## src/rtl/mem.sv

```systemverilog
// Memory-access pipeline stage: registers the dc-to-mem bus, collects SRAM load data,
// aligns/extends it and drives the writeback and forwarding buses.
module mem #(
    parameter int DC_TO_MEM_WD = 145,
    parameter int MEM_TO_WB_WD = 136,
    parameter int MEM_TO_RF_WD = 38
) (
    input  logic                    clk,
    input  logic                    rst,
    input  logic                    flush,
    input  logic [6:0]              stall,
    input  logic [DC_TO_MEM_WD-1:0] dc_to_mem_bus,
    input  logic                    data_sram_data_ok,
    input  logic [31:0]             data_sram_rdata,
    output logic [MEM_TO_WB_WD-1:0] mem_to_wb_bus,
    output logic [MEM_TO_RF_WD-1:0] mem_to_rf_bus,
    output logic                    stallreq_for_load
);

    typedef enum logic [1:0] {
        S_IDLE    = 2'd0,
        S_WAIT    = 2'd1,
        S_DONE    = 2'd2,
        S_DISCARD = 2'd3
    } state_e;

    logic [DC_TO_MEM_WD-1:0] bus_d, bus_q;
    state_e                  state_d, state_q;
    logic [31:0]             rdata_buf_d, rdata_buf_q;

    logic [2:0]  ld_type;
    logic [65:0] hilo_bus;
    logic [31:0] pc;
    logic        data_ram_en;
    logic [3:0]  data_ram_wen;
    logic        sel_rf_res;
    logic        rf_we;
    logic [4:0]  rf_waddr;
    logic [31:0] alu_result;
    logic        is_load;
    logic        rdata_use;
    logic [31:0] load_word;
    logic [31:0] rf_wdata;

    function automatic logic [31:0] align_load(input logic [2:0]  lt,
                                               input logic [1:0]  off,
                                               input logic [31:0] word);
        logic [7:0]  b;
        logic [15:0] h;
        b = word[{off, 3'b000} +: 8];
        h = off[1] ? word[31:16] : word[15:0];
        case (lt)
            3'b001:  return {{24{b[7]}}, b};
            3'b010:  return {24'h0, b};
            3'b011:  return {{16{h[15]}}, h};
            3'b100:  return {16'h0, h};
            default: return word;
        endcase
    endfunction

    assign ld_type      = bus_q[144:142];
    assign hilo_bus     = bus_q[141:76];
    assign pc           = bus_q[75:44];
    assign data_ram_en  = bus_q[43];
    assign data_ram_wen = bus_q[42:39];
    assign sel_rf_res   = bus_q[38];
    assign rf_we        = bus_q[37];
    assign rf_waddr     = bus_q[36:32];
    assign alu_result   = bus_q[31:0];
    assign is_load      = data_ram_en && (data_ram_wen == 4'b0000);

    always_comb begin
        bus_d = bus_q;
        if (flush) begin
            bus_d = '0;
        end else if (stall[5] && !stall[6]) begin
            bus_d = '0;
        end else if (!stall[5]) begin
            bus_d = dc_to_mem_bus;
        end
    end

    // Response tracking: DISCARD swallows the reply to a load that was flushed mid-flight.
    always_comb begin
        state_d           = state_q;
        rdata_buf_d       = rdata_buf_q;
        stallreq_for_load = 1'b0;
        rdata_use         = 1'b0;
        case (state_q)
            S_IDLE: begin
                if (is_load) begin
                    if (data_sram_data_ok) begin
                        rdata_use = 1'b1;
                        if (!flush && stall[5]) begin
                            rdata_buf_d = data_sram_rdata;
                            state_d     = S_DONE;
                        end
                    end else begin
                        stallreq_for_load = 1'b1;
                        state_d           = flush ? S_DISCARD : S_WAIT;
                    end
                end
            end
            S_WAIT: begin
                if (data_sram_data_ok) begin
                    rdata_use = is_load;
                    if (!flush && stall[5] && is_load) begin
                        rdata_buf_d = data_sram_rdata;
                        state_d     = S_DONE;
                    end else begin
                        state_d = S_IDLE;
                    end
                end else begin
                    stallreq_for_load = is_load;
                    if (flush) begin
                        state_d = S_DISCARD;
                    end
                end
            end
            S_DONE: begin
                if (!stall[5] || flush) begin
                    state_d = S_IDLE;
                end
            end
            S_DISCARD: begin
                stallreq_for_load = is_load;
                if (data_sram_data_ok) begin
                    state_d = S_IDLE;
                end
            end
            default: state_d = S_IDLE;
        endcase
    end

    always_ff @(posedge clk or negedge rst) begin
        if (!rst) begin
            bus_q       <= '0;
            state_q     <= S_IDLE;
            rdata_buf_q <= '0;
        end else begin
            bus_q       <= bus_d;
            state_q     <= state_d;
            rdata_buf_q <= rdata_buf_d;
        end
    end

    always_comb begin
        if (state_q == S_DONE) begin
            load_word = rdata_buf_q;
        end else if (rdata_use) begin
            load_word = data_sram_rdata;
        end else begin
            load_word = 32'h0;
        end
        rf_wdata = sel_rf_res ? align_load(ld_type, alu_result[1:0], load_word) : alu_result;
    end

    assign mem_to_wb_bus = {hilo_bus, pc, rf_we, rf_waddr, rf_wdata};
    assign mem_to_rf_bus = {rf_we, rf_waddr, rf_wdata};

endmodule

```

## config.mk

```make
export PLATFORM = sky130hd
export DESIGN_NAME = mem
export DESIGN_NICKNAME = d
export VERILOG_FILES = /design/src/rtl/mem.sv
export SDC_FILE = /design/constraint.sdc
export NUM_CORES = 1
export LEC_CHECK = 0
export BUFFER_PORTS_ARGS = -buffer_cell sky130_fd_sc_hd__buf_2
export CAP_MARGIN = 20
export CORE_ASPECT_RATIO = 0.9
export CORE_UTILIZATION = 49
export CTS_CLUSTER_DIAMETER = 150
export CTS_CLUSTER_SIZE = 20
export DETAILED_ROUTE_END_ITERATION = 10
export PLACE_DENSITY = 0.81
export SKIP_CTS_REPAIR_TIMING = 1
export SYNTH_ARGS = -nofsm -noshare
export SYNTH_HDL_FRONTEND = slang
export SYNTH_SLANG_ARGS = --single-unit
```

## constraint.sdc

```tcl
create_clock -name clk -period 2.7 [get_ports clk]
set_input_delay 0.135 -clock clk [delete_from_list [all_inputs] [get_ports clk]]
set_output_delay 0.135 -clock clk [all_outputs]
set_load 0.005 [all_outputs]
```

==> impl_results.md, run 1 <==
* Drt total wl at 31.0 mm
* Clock root cell: clkbuf_16
* Hold Vio Cnt, Final at 0
* Vias after detailed routing at about 8400
* Netlist Area Pre-Place at 9070 um2
* Final HPWL DP at 18.3 mm
* First-pass GRT wire length at between 30 and 40 mm
* Setup TNS Final at -0.298 ns
* Fin. max-slew vios at 0
* Mapped Nets at 996
* Largest net degree at the start of global routing at between 80 and 90
* Grt total ovfl at 0
* Setup violators final at 15
* Reg clk slew, reported paths at about 0.070 ns
* Placed cells at 1221
* Outcome: finished, violations left
* Chip height at 131 um
* Crit-path max FO at 16
* Initial Utilization at between 50 and 60%
* Slew @ Worst Pin at 0.917 ns
* RSZ-0062 raised after global routing: yes
* Mapped Cells at approximately 810
* Share of cells above drive strength 1 at between 30% and 40%
* Grt met1 use at 31.3%
* Initial antenna violation count at 3
* GR met2 Demand/Resource at roughly 45%
* Design Area, Final at approximately 13000 um2
* TritonCTS clock tree: built
* Met3 Resource Use GR at 7.26%
* VDD IR max at 0.432 mV
* HP Class: in -> reg
* I/O pin cnt at around 360
* Synth Register Bits at 179
* Vias in the first global route at 6714
* Maxcap violations at 0
* Final non-filler cell total at 1448
* Data arrival, critical path at 2.62 ns
* Die Width at roughly 150 um
* H-tree depth at 4
* Post-route antenna net violation count at 0
* Worst-skew pair later-pin latency at 0.43 ns
* GRT Util Overall at 26.1%
* Row count at 46
* Clk buf depth at 2
* Ys flop type: dfrtp_1
* Peak Freq at 0.363 GHz
* Number of DRC markers in iteration 0 at 707
* Num CTS Buffers at 17
* Ys async rst share at 100%
* Clk_skew at 0.0104 ns
* Ys Warns at 0
* DP Area at between 9000 and 10000 um2
* Vias per cell at between 5 and 6
* Routability cong. at 0.906
* R2R Path Start: state_q[1]
* Number of synthesized flops with an enable pin at 0
* Final nets at between 1000 and 1500
* Die ar. at roughly 19000 um2
* Crit path launch type: flop
* CP Data Required Time at 2.57 ns
* Tmin final at 2.76 ns
* Fin worst setup slack at -0.0551 ns
* Failing checks: setup timing
* Port-buffer cells at approximately 360
* Num Clock Sinks at 179
* P per Cell Area at around 530 nW/um2
* Yosys cell types at 52
* Core box area at 17800 um2
* Drt wl/cell at 21.4 um
* Worst hold path startpoint: data_sram_data_ok
* Syn avg cell area at 11.2 um2
* Post-layout util at 71.3%
* CP Launch Point: state_q[1]
* DRC at 0
* Layout area overhead at 40.3%
* Slew margin rel. at ~39%
* DR pass1 iterations at 5
* Worst hold slack at roughly 0.07 ns
* Share of the cycle needed by the critical path after routing at 102%
* CP endpoint kind: output pin
* Worst Setup Path Type: reg -> out
* Sequential area share after synthesis at just under 50%
* P_leak at 6.51 nW
* Global routing's busiest layer: met2
==> critical path, cell delays in order, from the launching register on <==
cell and delay (ns):
dfrtp_1 0.42, and4bb_4 0.48, a32oi_1 0.21, mux2i_2 0.28, buf_4 0.17, a21o_4 0.23, o22a_1 0.25, buf_2 0.14
==> power breakdown <==
| group | internal [W] | leakage [nW] | switching (W) | total [W] |
|---|---|---|---|---|
| Combinational | 0.000617 | 3.82 | 0.000561 | 0.00118 |
| Clock | 0.00129 | 0.298 | 0.00126 | 0.00254 |
| Sequential | 0.00287 | 2.39 | 0.000132 | 0.00300 |
| Total | 0.00477 | 6.51 | 0.00195 | 0.00672 |
==> cell usage in the layout (no fill, tap or decap), drive strengths merged, types with 5 or more instances in the layout <==
master | synthesis | final
a221oi | 5 | 5
mux2 | 32 | 32
nand2 | 17 | 17
a22o | 145 | 145
clkinv | 0 | 7
buf | 171 | 386
a32oi | 21 | 21
dlygate4sd3 | 0 | 178
o22ai | 9 | 9
nor3 | 16 | 16
nor2b | 8 | 9
nand2b | 7 | 7
dfrtp | 179 | 179
a21oi | 16 | 16
nand3 | 16 | 16
a211oi | 6 | 6
inv | 3 | 10
o21ai | 10 | 10
a311oi | 9 | 9
and3b | 8 | 8
clkbuf | 33 | 21
nor2 | 46 | 46
o22a | 16 | 16
==> per-stage QoR <==
| step | total power (W) | setup WS [ns] |
|---|---|---|
| finish | 0.00672 | -0.0551 |
| global route | 0.00697 | -0.107 |
| CTS | 0.00644 | -0.243 |
| detailed placement | 0.00391 | 0.236 |
| global placement | 0.00388 | 0.266 |
| floorplan | 0.00359 | 0.676 |
==> flip-flops by register name, summed over array words and instances (netlist names) <==
name	count
state_q	2
bus_q	145
rdata_buf_q	32
==> final timing paths <==
check / endpoint / slack (ns) / cells after the start
setup / recovery: mem_to_rf_bus[20] / -0.06 / 7
setup reg to reg: rdata_buf_q[4] / 0.53 / 5
max in group asynchronous: bus_q[104] / 1.64 / 3
hold / removal: state_q[0] / 0.07 / 2
min in group asynchronous: bus_q[2] / 0.21 / 2
hold reg to reg: rdata_buf_q[16] / 0.49 / 1
==> synthesized netlist by cell type, types with 7 or more instances <==
library cell	n	area [um2]
a21oi_1	16	80.1
a22o_1	145	1270
a311oi_1	8	70.1
a32oi_1	21	184
and3b_1	8	70.1
buf_2	16	80.1
buf_4	145	1090
buf_6	7	78.8
clkbuf_1	33	124
dfrtp_1	179	4480
mux2_1	32	360
nand2_1	17	63.8
nand2b_1	7	43.8
nand3_1	16	80.1
nor2_1	46	173
nor2b_1	7	43.8
nor3_1	15	75.1
o22a_1	16	140
o22ai_1	9	56.3
==> logic make-up after synthesis <==
logic type | after synthesis | synth area share [%]
AOI/OAI and AO/OA | 256 | 23.5
xor gates and xnor gates | 1 | 0.0966
buffers and inverters | 207 | 15.4
DFF | 179 | 49.4
muxes | 34 | 4.20
and+or+nand+nor | 131 | 7.42
==> per-layer routing <==
layer / part of all wire (%) / wire, um
met3: 8.4 / 2620
met2: 52 / 16000
met4: 3.2 / 1000
met5: 0.042 / 13
met1: 37 / 11400
==> layout make-up <==
class,count,area [um2]
fillers,1186,5130
flip-flops and latches,179,4480
repair buffers,567,3940
multi-input cells,424,3350
clock buffers,18,439
well taps,240,300
clock inverters,14,175
inverters,3,11.3
diodes,3,7.51
No activity file was read; power rests on OpenSTA's default activity.
==> run 2, diff against run 1 <==
Settings changed: CORE_AREA from default to 2 2 142 144, CORE_ASPECT_RATIO 0.9 to default, CORE_UTILIZATION 49 to default, DIE_AREA from default to 0 0 144 146, PLACE_DENSITY 0.81 to 0.77.
Clock period 2.7 ns to 3.4 ns, I/O delays scaled along.
==> run 2 against run 1 <==
The flow finishes with violations (hold timing). Cell count shrank 0.35%. Sequential share of layout area up 1.1 points. Hold slack worse by 0.071 ns. Wire length decreased by 6.9%. Clock-buffer cell count unchanged. Combinational power decreased by 27%. Via count shrank 3.8%. Critical path depth down 1. Design area shrank 3.2%. Die area increased by 10%. First-iteration DRC count fell by 29%. Register-to-register slack improved by 0.45 ns.
==> impl_results.md, run 2 (synthesized netlist as in run 1, its figures left out) <==
* Met3 Resource Use GR at between 6 and 7%
* Worst hold slack at -0.00246 ns
* Most common cell after layout, fill and taps aside: buf_2
* Post-route antenna net violation count at 0
* DRC at 0
* Multi-input gate area at 3230 um2
* Core box area at ~19000 um2
* Slew margin rel. at 44.4%
* Worst Setup Path Type: reg -> out
* P per Cell Area at 428 nW/um2
* H-tree depth at 4
* Maxcap violations at 0
* Critical path's slowest cell: and4bb_4
* Commonest non-fill, non-tap cells in the layout: 356 x buf_2, 179 x dfrtp_1, 172 x dlygate4sd3_1, 145 x a22o_1, 45 x nor2_1
* Grt met1 use at 28.5%
* Setup violators final at 0
* Routability cong. at ~0.85
* Final nets at 1352
* Crit path launch type: flop
* Critical-path cell list: and4bb_4 -> a32oi_1 -> mux2i_1 -> a31oi_4 -> a41oi_1 -> buf_2
* Placed cells at approximately 1200
* Drt total wl at 28.9 mm
* HP Class: in -> reg
* DR pass1 iterations at 5
* Share of cells above drive strength 1 at approximately a third
* Hold Vio Cnt, Final at 1
* Chip height at 146 um
* Max stage delay on crit path at 0.59 ns
* Tmin final at between 3 and 4 ns
* Top Registers: bus_q x145, rdata_buf_q x32, state_q x2
* Initial antenna violation count at 1
* Slew @ Worst Pin at 0.834 ns
* Vias per cell at between 5 and 6
* FF+latch area at 4480 um2
* CP Launch Point: state_q[1]
* Global routing's busiest layer: met2
* Reg clk slew, reported paths at roughly 0.070 ns
* Clock root cell: clkbuf_16
* GR met2 Demand/Resource at around two fifths
* TritonCTS clock tree: built
* Clk_skew at about 0.0089 ns
* Num CTS Buffers at 17
* Final HPWL DP at 17.9 mm
* Vias in the first global route at 7062
* Peak Freq at 0.319 GHz
* GRT Util Overall at 23.8%
* Setup TNS Final at 0 ns
* Share of the cycle needed by the critical path after routing at approximately 92%
* Drt wl/cell at 20.0 um
* Crit-path max FO at 17
* I/O pin cnt at about 360
* Worst hold path startpoint: data_sram_rdata[1]
* Fill cells at 1455
* Layout area overhead at 35.7%
* Worst-skew pair later-pin latency at about 0.42 ns
* Largest net degree at the start of global routing at 107
* Row count at 51
* CP Data Required Time at 3.23 ns
* Max reg flops at 145
* Vias after detailed routing at approximately 8100
* Failing checks: hold timing
* Final non-filler cell total at approximately 1400
* Largest register by flop count: bus_q
* Outcome: finished, violations left
* Port-buffer cells at approximately 360
* P_leak at between 6 and 7 nW
* VDD IR max at 0.310 mV
* CP endpoint kind: output pin
* Clk buf depth at 2
* Fin. max-slew vios at 0
* RSZ-0062 raised after global routing: no
* First-pass GRT wire length at a little under 40 mm
* Pre-CTS setup slack at 0.658 ns
* Grt total ovfl at 0
* Die ar. at 21000 um2
* R2R Path Start: state_q[1]
* Fin worst setup slack at 0.267 ns
* Initial Utilization at a little under half
* Number of DRC markers in iteration 0 at 504
* Num Clock Sinks at 179
* Die Width at 144 um
* Data arrival, critical path at 2.96 ns
[run 2: area by class of cell]
type | count | area share [%]
repair buffers | 540 | 29.6
flip-flops and latches | 179 | 36.4
clock buffers | 18 | 3.49
multi-input cells | 423 | 26.2
diodes | 1 | 0.0203
inverters | 3 | 0.0915
clock inverters | 14 | 1.52
well taps | 265 | 2.69
[run 2: worst paths after layout]
path	to	slack (ns)	depth (start not counted)
max in group asynchronous	bus_q[4]	2.16	3
setup / recovery	mem_to_wb_bus[12]	0.27	6
hold / removal	rdata_buf_q[1]	-0.002	2
hold reg to reg	rdata_buf_q[16]	0.48	1
setup reg to reg	rdata_buf_q[6]	0.98	5
min in group asynchronous	rdata_buf_q[2]	0.39	2
[run 2: critical path: cells and delay by family, from the launching register on]
| kind | cells | cell delay, ns |
|---|---|---|
| simple gates | 1 | 0.59 |
| compound gates | 3 | 0.82 |
| mux | 1 | 0.42 |
| flops | 1 | 0.52 |
| buf+inv | 1 | 0.19 |
[run 2: metal layers]
metal	routed length (um)	vias to the layer above	part of all wire, %
li1	-	3587	-
met1	11000	3958	38
met2	14600	446	51
met3	2220	64	7.7
met4	1010	0	3.5
met5	0	-	0
[run 2: through the flow]
stage	total power (W)	util, %	instance area, um2
final	0.00527	63.6	12300
after global routing	0.00549	63.6	12300
after CTS	0.00514	54.6	10600
after detailed placement	0.00310	51.4	9940
after global placement	0.00307	51.4	9940
after floorplan	0.00285	-	9070
[run 2: power by group]
part	switching, W	total (W)	internal [W]
sequential	0.000100	0.00238	0.00228
combinational	0.000408	0.000859	0.000451
clock	0.000963	0.00203	0.00107
